<file path="src/rtl/reg_scoreboard.sv">
// Decode-stage register scoreboard: tracks destinations of in-flight long-latency
// ops and stalls decode on RAW/WAW hazards that writeback forwarding cannot cover.
module reg_scoreboard #(
  parameter int unsigned MAX_OUTSTANDING = 4,
  parameter int unsigned CNT_W           = 4
) (
  input  logic             i_clk,
  input  logic             i_rst_n,
  input  logic             i_issue_valid,
  input  logic             i_flush,
  input  logic [6:0]       i_opcode,
  input  logic [4:0]       i_rs1,
  input  logic [4:0]       i_rs2,
  input  logic [4:0]       i_rd,
  input  logic             i_issue_long,
  input  logic             i_wb_reg_write,
  input  logic [4:0]       i_wb_rd,
  input  logic             i_wb_long,
  output logic             o_stall,
  output logic [31:0]      o_pending,
  output logic [CNT_W-1:0] o_outstanding,
  output logic             o_err
);

  localparam logic [6:0] OPCODE_OP     = 7'b0110011;
  localparam logic [6:0] OPCODE_STORE  = 7'b0100011;
  localparam logic [6:0] OPCODE_BRANCH = 7'b1100011;
  localparam logic [6:0] OPCODE_JAL    = 7'b1101111;
  localparam logic [6:0] OPCODE_LUI    = 7'b0110111;
  localparam logic [6:0] OPCODE_AUIPC  = 7'b0010111;
  localparam logic [6:0] OPCODE_PIM    = 7'b0001011;

  logic [31:0]      pending_q, pending_d;
  logic [CNT_W-1:0] cnt_q, cnt_d;
  logic             err_q, err_d;

  logic [31:0] clr_mask;
  logic [31:0] set_mask;
  logic [31:0] busy;
  logic        rs1_used, rs2_used, rd_written;
  logic        raw, waw, full;
  logic        stall, issue, inc;

  // A retiring long op's register is covered by forwarding this cycle.
  always_comb begin
    clr_mask = '0;
    if (i_wb_long && i_wb_reg_write && (i_wb_rd != 5'd0)) clr_mask[i_wb_rd] = 1'b1;
  end

  assign busy = pending_q & ~clr_mask;

  assign rs1_used   = !((i_opcode == OPCODE_JAL) || (i_opcode == OPCODE_LUI) ||
                        (i_opcode == OPCODE_AUIPC));
  assign rs2_used   = (i_opcode == OPCODE_OP) || (i_opcode == OPCODE_STORE) ||
                      (i_opcode == OPCODE_BRANCH) || (i_opcode == OPCODE_PIM);
  assign rd_written = !((i_opcode == OPCODE_STORE) || (i_opcode == OPCODE_BRANCH));

  assign raw  = (rs1_used && busy[i_rs1]) || (rs2_used && busy[i_rs2]);
  // Short ops also wait on a pending rd so the later long writeback cannot clobber them.
  assign waw  = (i_issue_long || rd_written) && busy[i_rd];
  assign full = i_issue_long && (cnt_q == CNT_W'(MAX_OUTSTANDING)) && !i_wb_long;

  assign stall = i_issue_valid && !i_flush && (raw || waw || full);
  assign issue = i_issue_valid && !i_flush && !stall;
  assign inc   = issue && i_issue_long;

  always_comb begin
    set_mask = '0;
    if (inc && (i_rd != 5'd0)) set_mask[i_rd] = 1'b1;
  end

  assign pending_d = (pending_q & ~clr_mask) | set_mask;

  always_comb begin
    cnt_d = cnt_q;
    err_d = err_q;
    if (inc && !i_wb_long) begin
      cnt_d = cnt_q + CNT_W'(1);
    end else if (!inc && i_wb_long) begin
      if (cnt_q == '0) err_d = 1'b1;
      else             cnt_d = cnt_q - CNT_W'(1);
    end
  end

  always_ff @(posedge i_clk or negedge i_rst_n) begin
    if (!i_rst_n) begin
      pending_q <= '0;
      cnt_q     <= '0;
      err_q     <= 1'b0;
    end else begin
      pending_q <= pending_d;
      cnt_q     <= cnt_d;
      err_q     <= err_d;
    end
  end

  assign o_stall       = stall;
  assign o_pending     = pending_q;
  assign o_outstanding = cnt_q;
  assign o_err         = err_q;

endmodule

</file>
<file path="config.mk">
export PLATFORM = sky130hd
export DESIGN_NAME = reg_scoreboard
export DESIGN_NICKNAME = d
export VERILOG_FILES = /design/src/rtl/reg_scoreboard.sv
export SDC_FILE = /design/constraint.sdc
export NUM_CORES = 1
export LEC_CHECK = 0
export CAP_MARGIN = 30
export CORE_MARGIN = 2
export CORE_UTILIZATION = 45
export DETAILED_ROUTE_END_ITERATION = 8
export PLACE_DENSITY = 0.75
export SLEW_MARGIN = 20
export SYNTH_ARGS = -nofsm -noshare
export SYNTH_HDL_FRONTEND = slang
export SYNTH_SLANG_ARGS = --single-unit
</file>
<file path="constraint.sdc">
create_clock -name i_clk -period 4.1 [get_ports i_clk]
set_clock_uncertainty 0.05 [all_clocks]
set_input_delay 0.82 -clock i_clk [delete_from_list [all_inputs] [get_ports i_clk]]
set_output_delay 0.82 -clock i_clk [all_outputs]
set_load 0.02 [all_outputs]
</file>
==> summary.txt <==
Outcome = complete, no violations
Number of levels in the clock H-tree = 2
Number of inserted diodes = 0
Synthesized net count = 415
Post-route minimum period = 3.951 ns
Number of nets with antenna violations after routing = 0
Worst Max-Slew Pin Slew = 0.5504 ns
Net count, final = 585
Bufs on Longest Clock Path = 2
Total die area = 8533 sq um
Final cycle utilization of the critical path = 96.38%
Layout Cell Area excl Fill = 5289 sq um
Drt drc = 0
Number of synthesized flops with an enable pin = 0
TritonCTS clock tree = done
Proportion of synthesized area in mux cells = 8.081%
Total vias in the final route = 4109
Top FF cell, synth = dfrtp_1
Critical-path top delay cell = clkdlybuf4s50_1
Cell with the most instances after synthesis = dfrtp_1
Drt first-iter violations = 411
Unrepaired setup endpoints after global routing = no
Xor/xnor share of the synthesized area = 1.246%
Start point of the critical path = i_rd[1]
Skew-Pair Late Insertion Delay = 0.29 ns
Max-Cap Viols = 0
Worst R2R Start = o_pending[10]
Cell Area, Placed = 5120 sq um
Count of cell types in the netlist = 75
Power per standard cell area = 288.1 nW/um^2
Post-CTS Hold Fix Bufs = 0
Top post-synthesis cells by area = dfrtp_1 26%, mux4_2 5.1%, o41ai_2 3.7%
Final hold slack = 0.4253 ns
Share of cells above drive strength 1 = 37.29%
Arrival time of data at the critical path endpoint = 3.08 ns
Mapped Avg Cell Area = 9.347 sq um
Total negative setup slack = 0 ns
Die outline height = 92.38 um
Total of flip-flops plus latches after synthesis = 37
Number of buffers inserted during clock tree synthesis = 5
Count of TritonRoute iterations in the first routing pass = 5
Bufs and invs on worst path = 3
Clk pin slew, worst setup/hold paths = 0.09 ns
Gate family responsible for the most delay along the worst path = buffers and inverters
Post-synthesis instance area = 3515 sq um
Count of port buffers added during placement = 71
Count of final hold-check violations = 0
Detailed-route wire length per cell = 23.00 um
Number of pins with negative max-slew slack in the final report = 0
Total number of yosys warnings = 0
TritonCTS Sinks = 37
Antenna violations before repair = 0
Residual overflow from global routing = 0
Clock root buffer = clkbuf_8
Worst IR Drop VDD = 0.3184 mV
Largest family of logic cells by synthesized area = compound AO/OA/AOI/OAI gates
Count of boundary I/O pins = 72
Rows = 32
Core Region = 7647 sq um
Hold/Removal Path Class = in2async
Count of endpoints failing setup in the final report = 0
Most instantiated cells after synthesis = 37 x dfrtp_1, 27 x nand2_1, 20 x nor2_1, 20 x o21ai_1
GRT Util Overall = 35.69%
Wire length of the first global-routing pass = 23170 um
DP HPWL = 11430 um
Complex-gate fraction of the synthesized area = 31.97%
Setup slack after layout = 0.1485 ns
Max Fanout on Critical Path = 8
Area share of the largest cell type after synthesis = 26.34%
Worst-path cell chain = clkdlybuf4s50_1 -> buf_4 -> a211oi_1 -> a2111o_1 -> o211ai_1 -> or3_1 -> nor2_1 -> o31a_1 -> buf_2
Gate count after technology mapping = 376
Critical path class = in2out
Number of global-route vias before repair = 4149
Synth-to-Final Area Change = 50.48%
Startpoint type of the worst setup path = input pin
Total routed wirelength = 14930 um
Adder-Cell Fraction of Synth Area = 1.994%
Relative max-transition margin = 62.36%
Initial core utilization = 45.96%
Simple-gate share of the synthesized area = 24.14%
Ratio of routed vias to standard cells = 6.331
Sequential element share of the synthesized area = 26.34%
Delay contributed by the slowest stage of the critical path = 0.53 ns
Floorplan die width = 92.38 um
Max Freq = 0.2531 GHz
Leading area contributor after synthesis = dfrtp_1
FILL cells = 638
Share of the core filled with cells in the final layout = 69.16%
Leakage power summed over all cells = 2.128 nW
Pin count of the biggest net entering global routing = 38
Data required time at the worst endpoint = 3.23 ns
Share of synthesized registers carrying an async set or reset = 100.0%
RD Place Congestion = 1.094
Kind of end point of the critical path = output port
Worst slack at placement = -0.7162 ns
## flip-flops by register name, indices dropped and copies added, names as in the netlist
name,count
o_err,1
o_outstanding,4
o_pending,32
## kinds of logic (layout without fill, tap and decap cells)
kind of cell	after synthesis	count (layout)
and+or+nand+nor	145	145
AOI/OAI and AO/OA	125	125
buffers and inverters	41	212
DFF	37	37
muxes	18	18
adders and majority gates	5	5
xor gates and xnor gates	5	5
## power breakdown
group / leakage [nW] / internal (mW) / switching [mW]
clock network: 0.0450 / 0.118 / 0.146
registers: 0.491 / 0.420 / 0.0670
logic: 1.59 / 0.378 / 0.394
total: 2.13 / 0.917 / 0.607
## repair_timing
| item | in CTS | in global routing |
|---|---|---|
| pin swaps | 3 | 11 |
| endpoints found under the hold margin | 0 | 0 |
| resized for setup | 23 | 28 |
| setup endpoints to repair | 5 | 4 |
| buffers inserted | 1 | 0 |
## placed cells by master, fill, tap and decap left out, types with 6 or more instances in the layout
cell / synthesis / layout
nor2b_1: 9 / 9
inv_1: 10 / 9
nor2_1: 20 / 20
o21ai_1: 20 / 20
o211ai_1: 13 / 13
o2111ai_1: 9 / 9
clkdlybuf4s50_1: 0 / 62
nand3_1: 7 / 7
nor3_1: 7 / 6
or2_2: 14 / 14
o31ai_1: 10 / 10
o31ai_2: 8 / 8
o41ai_2: 8 / 8
dfrtp_1: 37 / 37
nand2_1: 27 / 27
nand4_1: 14 / 14
mux4_2: 8 / 8
nand3b_1: 9 / 9
o21ai_0: 7 / 7
mux2i_1: 7 / 7
buf_4: 6 / 118
## layer usage
metal	share of wire [%]	routed length [um]	vias to the layer above	global-route usage, %
met4	3.8	565	0	14.55
met3	9.0	1336	46	4.394
met5	0	0	-	0
li1	-	-	1811	-
met2	45	6735	279	55.17
met1	42	6290	1973	50.67
## per-stage QoR
stage,power [mW],std cells
2_1_floorplan,0.8561,376
3_3_place_gp,1.224,639
3_5_place_dp,1.228,639
4_1_cts,1.504,648
5_1_grt,1.606,649
6_report,1.524,649
## final timing paths
kind                                     to  slack (ns)  depth (start not counted)
max                                 o_stall        0.15                          9
min                           o_pending[22]        0.43                          1
max reg2reg                o_outstanding[3]        0.91                         16
min reg2reg                    o_pending[0]        0.43                          0
max in group asynchronous  o_outstanding[1]        3.07                          2
min in group i_clk             o_pending[0]        0.43                          0
## cell type report
class                           count  area, sq um  share of cell area [%]
Tap cell                          102        127.6                   2.413
Multi-Input combinational cell    298         2452                   46.37
Clock buffer                        6        72.57                   1.372
Clock inverter                      2        10.01                  0.1893
Timing Repair Buffer              194         1663                   31.44
Sequential cell                    37        925.9                   17.51
Inverter                           10        37.54                  0.7097
Power figures use the tool's default switching activity.
==> patch 1 (config.mk and constraints unchanged) <==
Make the reset (`i_rst_n`) synchronous in one clocked block.
--- a/src/rtl/reg_scoreboard.sv
+++ b/src/rtl/reg_scoreboard.sv
@@ -83,5 +83,5 @@
   end
 
-  always_ff @(posedge i_clk or negedge i_rst_n) begin
+  always_ff @(posedge i_clk) begin
     if (!i_rst_n) begin
       pending_q <= '0;
Check against the original RTL: differs if i_rst_n is asserted again (counterexample within 4 cycles, from zero or initial values and one cycle with i_rst_n low); with i_rst_n held inactive, the same outputs for 4 cycles.
==> patch 1 against the original RTL <==
The flow now finishes with violations (setup timing). Routed wire length is 5.4% lower. Register-to-register slack worse by 0.32 ns. Synthesized area is 13% lower. Final area is 5.1% lower. Total power is 20% lower. Sequential cell count stayed put. Setup slack worse by 0.21 ns. First-iteration DRC count is 17% higher.
==> patch 1: results (changes against the original RTL) <==
- Post-Syn Nets: 411 (-0.96%)
- Flop pwr share: 34.4% (+2.4 points)
- Arr. time, crit path: 3.29 ns (+0.21 ns)
- Worst-path fanout max: 4 (-4)
- Layout Nets: 595 (+1.7%)
- CP delay by family, top: simple AND/OR/NAND/NOR gates
- Vias in the first global route: 3,998 (-3.6%)
- Met1 usage: 51.21% (+0.54 points)
- Worst path max stage delay: 0.39 ns (-0.14 ns)
- Post-cts sizing count: 53 (+130%)
- Prevailing post-synth register cell: dfxtp_1
- Setup slack after layout: -0.05831 ns (-0.2068 ns)
- Tot GR Track Use: 37.66% (+2.0 points)
- Failing checks: setup timing
- IR drop worst, VDD: 0.0004312 V (+35%)
- Met2 WL: 6257 µm (-7.1%)
- FF-to-FF path depth: 17 (+1)
- Layout cell share with drive strength beyond 1: 33.81% (-3.5 points)
- Min-delay worst type: flop to flop
- Slew Limit Headroom: 60.79% (-1.6 points)
- PD cells: 242.2 nW/µm² (-16%)
- Endpoints failing setup: 2 (+2)
- Vias post-DR: 4,147 (+0.92%)
- Register area share after synthesis: 24.35% (-2.0 points)
- Largest net degree at the start of global routing: 22 (-42%)
- Psw: 0.0004395 W (-28%)
- Distinct cells, synth: 71 (-5.3%)
- Slowest CP cell: or3_4
- Met3 Usage GRT: 9.333% (+4.9 points)
- Fraction of registers with async set/reset: 0% (-100 points)
- Initial DRC Count: 479 (+17%)
- Top post-synthesis cells by area: dfxtp_1 (24%), mux4_2 (5.2%), a32o_1 (4.6%)
- Leak: 1.939 nW (-8.9%)
- Clock transition at the registers of the reported paths: 0.07 ns (-0.02 ns)
- Worst r2r dst: o_outstanding[3]$_SDFFE_PN0P_
- Status: finished with violations
- Met2 Resource Use GR: 58.14% (+3.0 points)
[patch 1: worst max path at each step]
stage | slack, ns | cells after the start | startpoint | end
after CTS | 0.007 | 20 | i_wb_rd[3] | o_outstanding[3]$_SDFFE_PN0P_
final | -0.06 | 13 | i_wb_long | o_stall
after floorplan | 0.006 | 18 | i_wb_rd[1] | o_outstanding[3]$_SDFFE_PN0P_
after global routing | -0.13 | 21 | i_wb_long | o_outstanding[3]$_SDFFE_PN0P_
after detailed placement | -0.94 | 20 | i_wb_long | o_outstanding[3]$_SDFFE_PN0P_
after global placement | -0.86 | 12 | i_wb_long | o_stall
[patch 1: cell type report]
class,instances,area (µm²),share of cell area (%)
multi-input combinational,297,2323,46.31
timing repair buffer,202,1718,34.24
sequential,37,740.7,14.76
tap,77,96.34,1.920
clock buffer,6,82.58,1.646
inverter,13,48.80,0.9726
clock inverter,1,7.507,0.1496
[patch 1: per-stage QoR]
step	worst slack (ns)	cells	hold slack, ns	instance area, µm²	TNS (ns)
after detailed placement	-0.9416	612	0.4271	4679	-4.174
final	-0.05831	633	0.4421	5017	-0.07466
after global placement	-0.8591	612	0.4195	4679	-3.239
after floorplan	0.005645	372	0.5271	3105	0
after CTS	0.007357	627	0.4445	4918	0
after global routing	-0.1331	633	0.4884	5017	-0.2406
[patch 1: kinds of logic (layout without fill, tap and decap cells)]
| family | Yosys count | after routing | share of synthesized area (%) |
|---|---|---|---|
| and+or+nand+nor | 139 | 139 | 25.38 |
| adders and majority gates | 5 | 5 | 2.304 |
| xor gates and xnor gates | 8 | 8 | 2.304 |
| AOI/OAI and AO/OA | 126 | 126 | 31.18 |
| buffers and inverters | 38 | 222 | 5.059 |
| muxes | 19 | 19 | 9.420 |
| DFF | 37 | 37 | 24.35 |
==> patch 2 (same flow settings) <==
Without the edit above. `CNT_W`: 4 -> 6.
--- a/src/rtl/reg_scoreboard.sv
+++ b/src/rtl/reg_scoreboard.sv
@@ -3,5 +3,5 @@
 module reg_scoreboard #(
   parameter int unsigned MAX_OUTSTANDING = 4,
-  parameter int unsigned CNT_W           = 4
+  parameter int unsigned CNT_W           = 6
 ) (
   input  logic             i_clk,
Interface: changed (resized o_outstanding); port bits go from 72 to 74. No check against the original RTL was run, so the function may have changed too.
==> patch 2 against the original RTL <==
The flow now finishes with violations (setup timing). Fmax is 3.7% lower. Routed wire length is 3.3% lower. Sequential share of layout area is 0.14 points higher. Sequential cell count is 2 higher. Setup slack worse by 0.15 ns. Total power is 14% higher. Synthesized area is 12% lower. Non-clock buffer count is 28 higher. Cell count is 2.3% lower. Final area is 4.6% higher. Global-route usage is 0.50 points higher. Register-to-register slack worse by 0.43 ns. Critical path type is now input port to flop. Highest routed layer unchanged.
==> patch 2: results (changes against the original RTL) <==
- HPWL after detailed placement: 10,080 µm (-12%)
- Clock transition at the registers of the reported paths: 0.09 ns (about the same)
- Leak: 2.338 nW (+9.9%)
- Endpoints failing setup: 1 (+1)
- Comb pwr share: 53.3% (+2.6 points)
- Fraction of registers with async set/reset: 100.0% (unchanged)
- # fillers: 393 (-38%)
- Clk buf depth: 2 (unchanged)
- Top post-synthesis cells by area: dfrtp_1 (31%), o31ai_1 (5.3%), mux4_2 (4.4%)
- Worst-path fanout max: 8 (unchanged)
- Vias post-DR: 4,220 (+2.7%)
- Pwr top: combinational cells
- Root buf cell: clkbuf_8
- Register area share after synthesis: 31.45% (+5.1 points)
- Status: finished with violations
- I/O Buffers: 73 (+2.8%)
- Antenna violations before repair: 0 (unchanged)
- First-pass GRT wire length: 21,180 µm (-8.6%)
- Failing checks: setup timing
- IR drop worst, VDD: 0.0001750 V (-45%)
- Drt first pass iters: 5 (unchanged)
- Cell Area, Placed: 4868 µm² (-4.9%)
- Distinct cells, synth: 61 (-19%)
- Mux contribution to synthesized area: 7.097% (-0.98 points)
- Largest net degree at the start of global routing: 40 (+5.3%)
- Clk_lat worst skew: 0.30 ns
- Flop pwr share: 30.5% (-1.5 points)
- Antenna cells: 0 (unchanged)
- Layout Nets: 594 (+1.5%)
- Initial DRC Count: 473 (+15%)
- Tot GR Track Use: 36.19% (+0.50 points)
- Total of max-cap violations: 0 (unchanged)
- Slew Limit Headroom: 71.46% (+9.1 points)
- Dpl cells: 599 (-6.3%)
- Largest register FFs: 32 (unchanged)
- Syn avg cell area: 8.994 µm² (-3.8%)
- Layout cell share with drive strength beyond 1: 43.50% (+6.2 points)
- Arr. time, crit path: 4.24 ns (+1.16 ns)
- Post-Syn Nets: 386 (-7.0%)
- Vias in the first global route: 4,113 (-0.87%)
- Vias/cell: 6.656 (+5.1%)
- Seq pwr: 0.000528 W (+8.4%)
- Initial Utilization: 46.18% (+0.22 points)
- H-tree depth: 2 (unchanged)
- Synth Area in XOR/XNOR: 1.976% (+0.73 points)
- Synth warn: 0 (unchanged)
- Setup slack after layout: -0.004121 ns (-0.1527 ns)
- Psw: 0.0006801 W (+12%)
- Min-delay worst type: input port to async pin
- Wire length per cell: 22.76 µm (-1.0%)
- CTS buffer count: 5 (unchanged)
- Adder-cell share of the synthesized area: 3.065% (+1.1 points)
- Final Wtd Congestion: 1.033 (-5.6%)
- Post-synthesis compound-gate area fraction: 31.09% (-0.88 points)
- Top cells by count, synth: dfrtp_1 (39), o31ai_1 (22), nand2_1 (21)
==> patch 2: cell types whose count changed in the layout (fill, tap and decap cells not counted), sizes merged, moves of 5 or more <==
cell	before	now
a21o	1	6
a21oi	4	9
buf	129	156
nand2	27	21
nand4	14	5
nor2b	9	4
o21ai	28	36
o21bai	5	0
o31a	5	0
or2	14	1
==> patch 2: routing by layer <==
metal / vias to the layer above / global-route usage [%] / wire [µm]
met2: 312 / 61.97 / 6901
li1: 1794 / - / -
met3: 90 / 6.730 / 1351
met1: 2024 / 44.99 / 5448
met4: 0 / 13.92 / 730
met5: - / 0 / 0
==> patch 2: metrics by stage <==
step | hold slack (ns) | setup WS (ns) | TNS, ns
after detailed placement | 0.3981 | -0.8309 | -4.684
after global placement | 0.3901 | -0.8002 | -4.154
after global routing | 0.3353 | -0.1180 | -0.1580
after floorplan | 0.4744 | 0.01018 | 0
after CTS | 0.4178 | 0.004525 | 0
final | 0.3237 | -0.004121 | -0.004121
==> patch 2: path summary, 6_finish.rpt <==
path / to / cells after the start / slack, ns / startpoint
worst max-delay path: o_outstanding[5]$_DFFE_PN0P_ / 22 / -0.004 / i_wb_long
min in group i_clk: o_err$_DFFE_PN0P_ / 1 / 0.42 / o_err$_DFFE_PN0P_
worst max register to register: o_outstanding[5]$_DFFE_PN0P_ / 17 / 0.48 / o_outstanding[0]$_DFFE_PN0P_
worst min register to register: o_err$_DFFE_PN0P_ / 1 / 0.42 / o_err$_DFFE_PN0P_
max in group asynchronous: o_outstanding[5]$_DFFE_PN0P_ / 2 / 3.23 / i_rst_n
worst min-delay path: o_pending[16]$_DFF_PN0_ / 1 / 0.32 / i_rst_n
==> patch 2: area by class of cell <==
type / instances / area (µm²) / share of cell area, %
multi-input combinational: 272 / 2372 / 42.89
timing repair buffer: 222 / 1937 / 35.01
sequential: 39 / 975.9 / 17.64
tap: 80 / 100.1 / 1.810
clock buffer: 5 / 68.82 / 1.244
inverter: 13 / 53.80 / 0.9726
clock inverter: 3 / 23.77 / 0.4298
==> patch 2: critical path, cell delays in order <==
cell and delay, ns:
buf_12 0.11, buf_6 0.11, nand4_1 0.09, buf_6 0.18, buf_6 0.12, o21ai_4 0.05, mux4_2 0.51, nand3_2 0.11
nand4_1 0.08, a2111o_1 0.44, nand4bb_4 0.14, inv_4 0.04, ha_4 0.16, inv_4 0.07, ha_4 0.20, a21o_1 0.15
a21o_1 0.17, a21o_1 0.17, a21oi_2 0.15, xnor2_1 0.13, nor2_1 0.07, xor2_1 0.16
==> patch 2: timing repair <==
item | CTS | global route
buffers inserted | 17 | 9
setup endpoints to repair | 7 | 4
resized for setup | 73 | 48
pin swaps | 14 | 26
gates cloned | 1 | 0
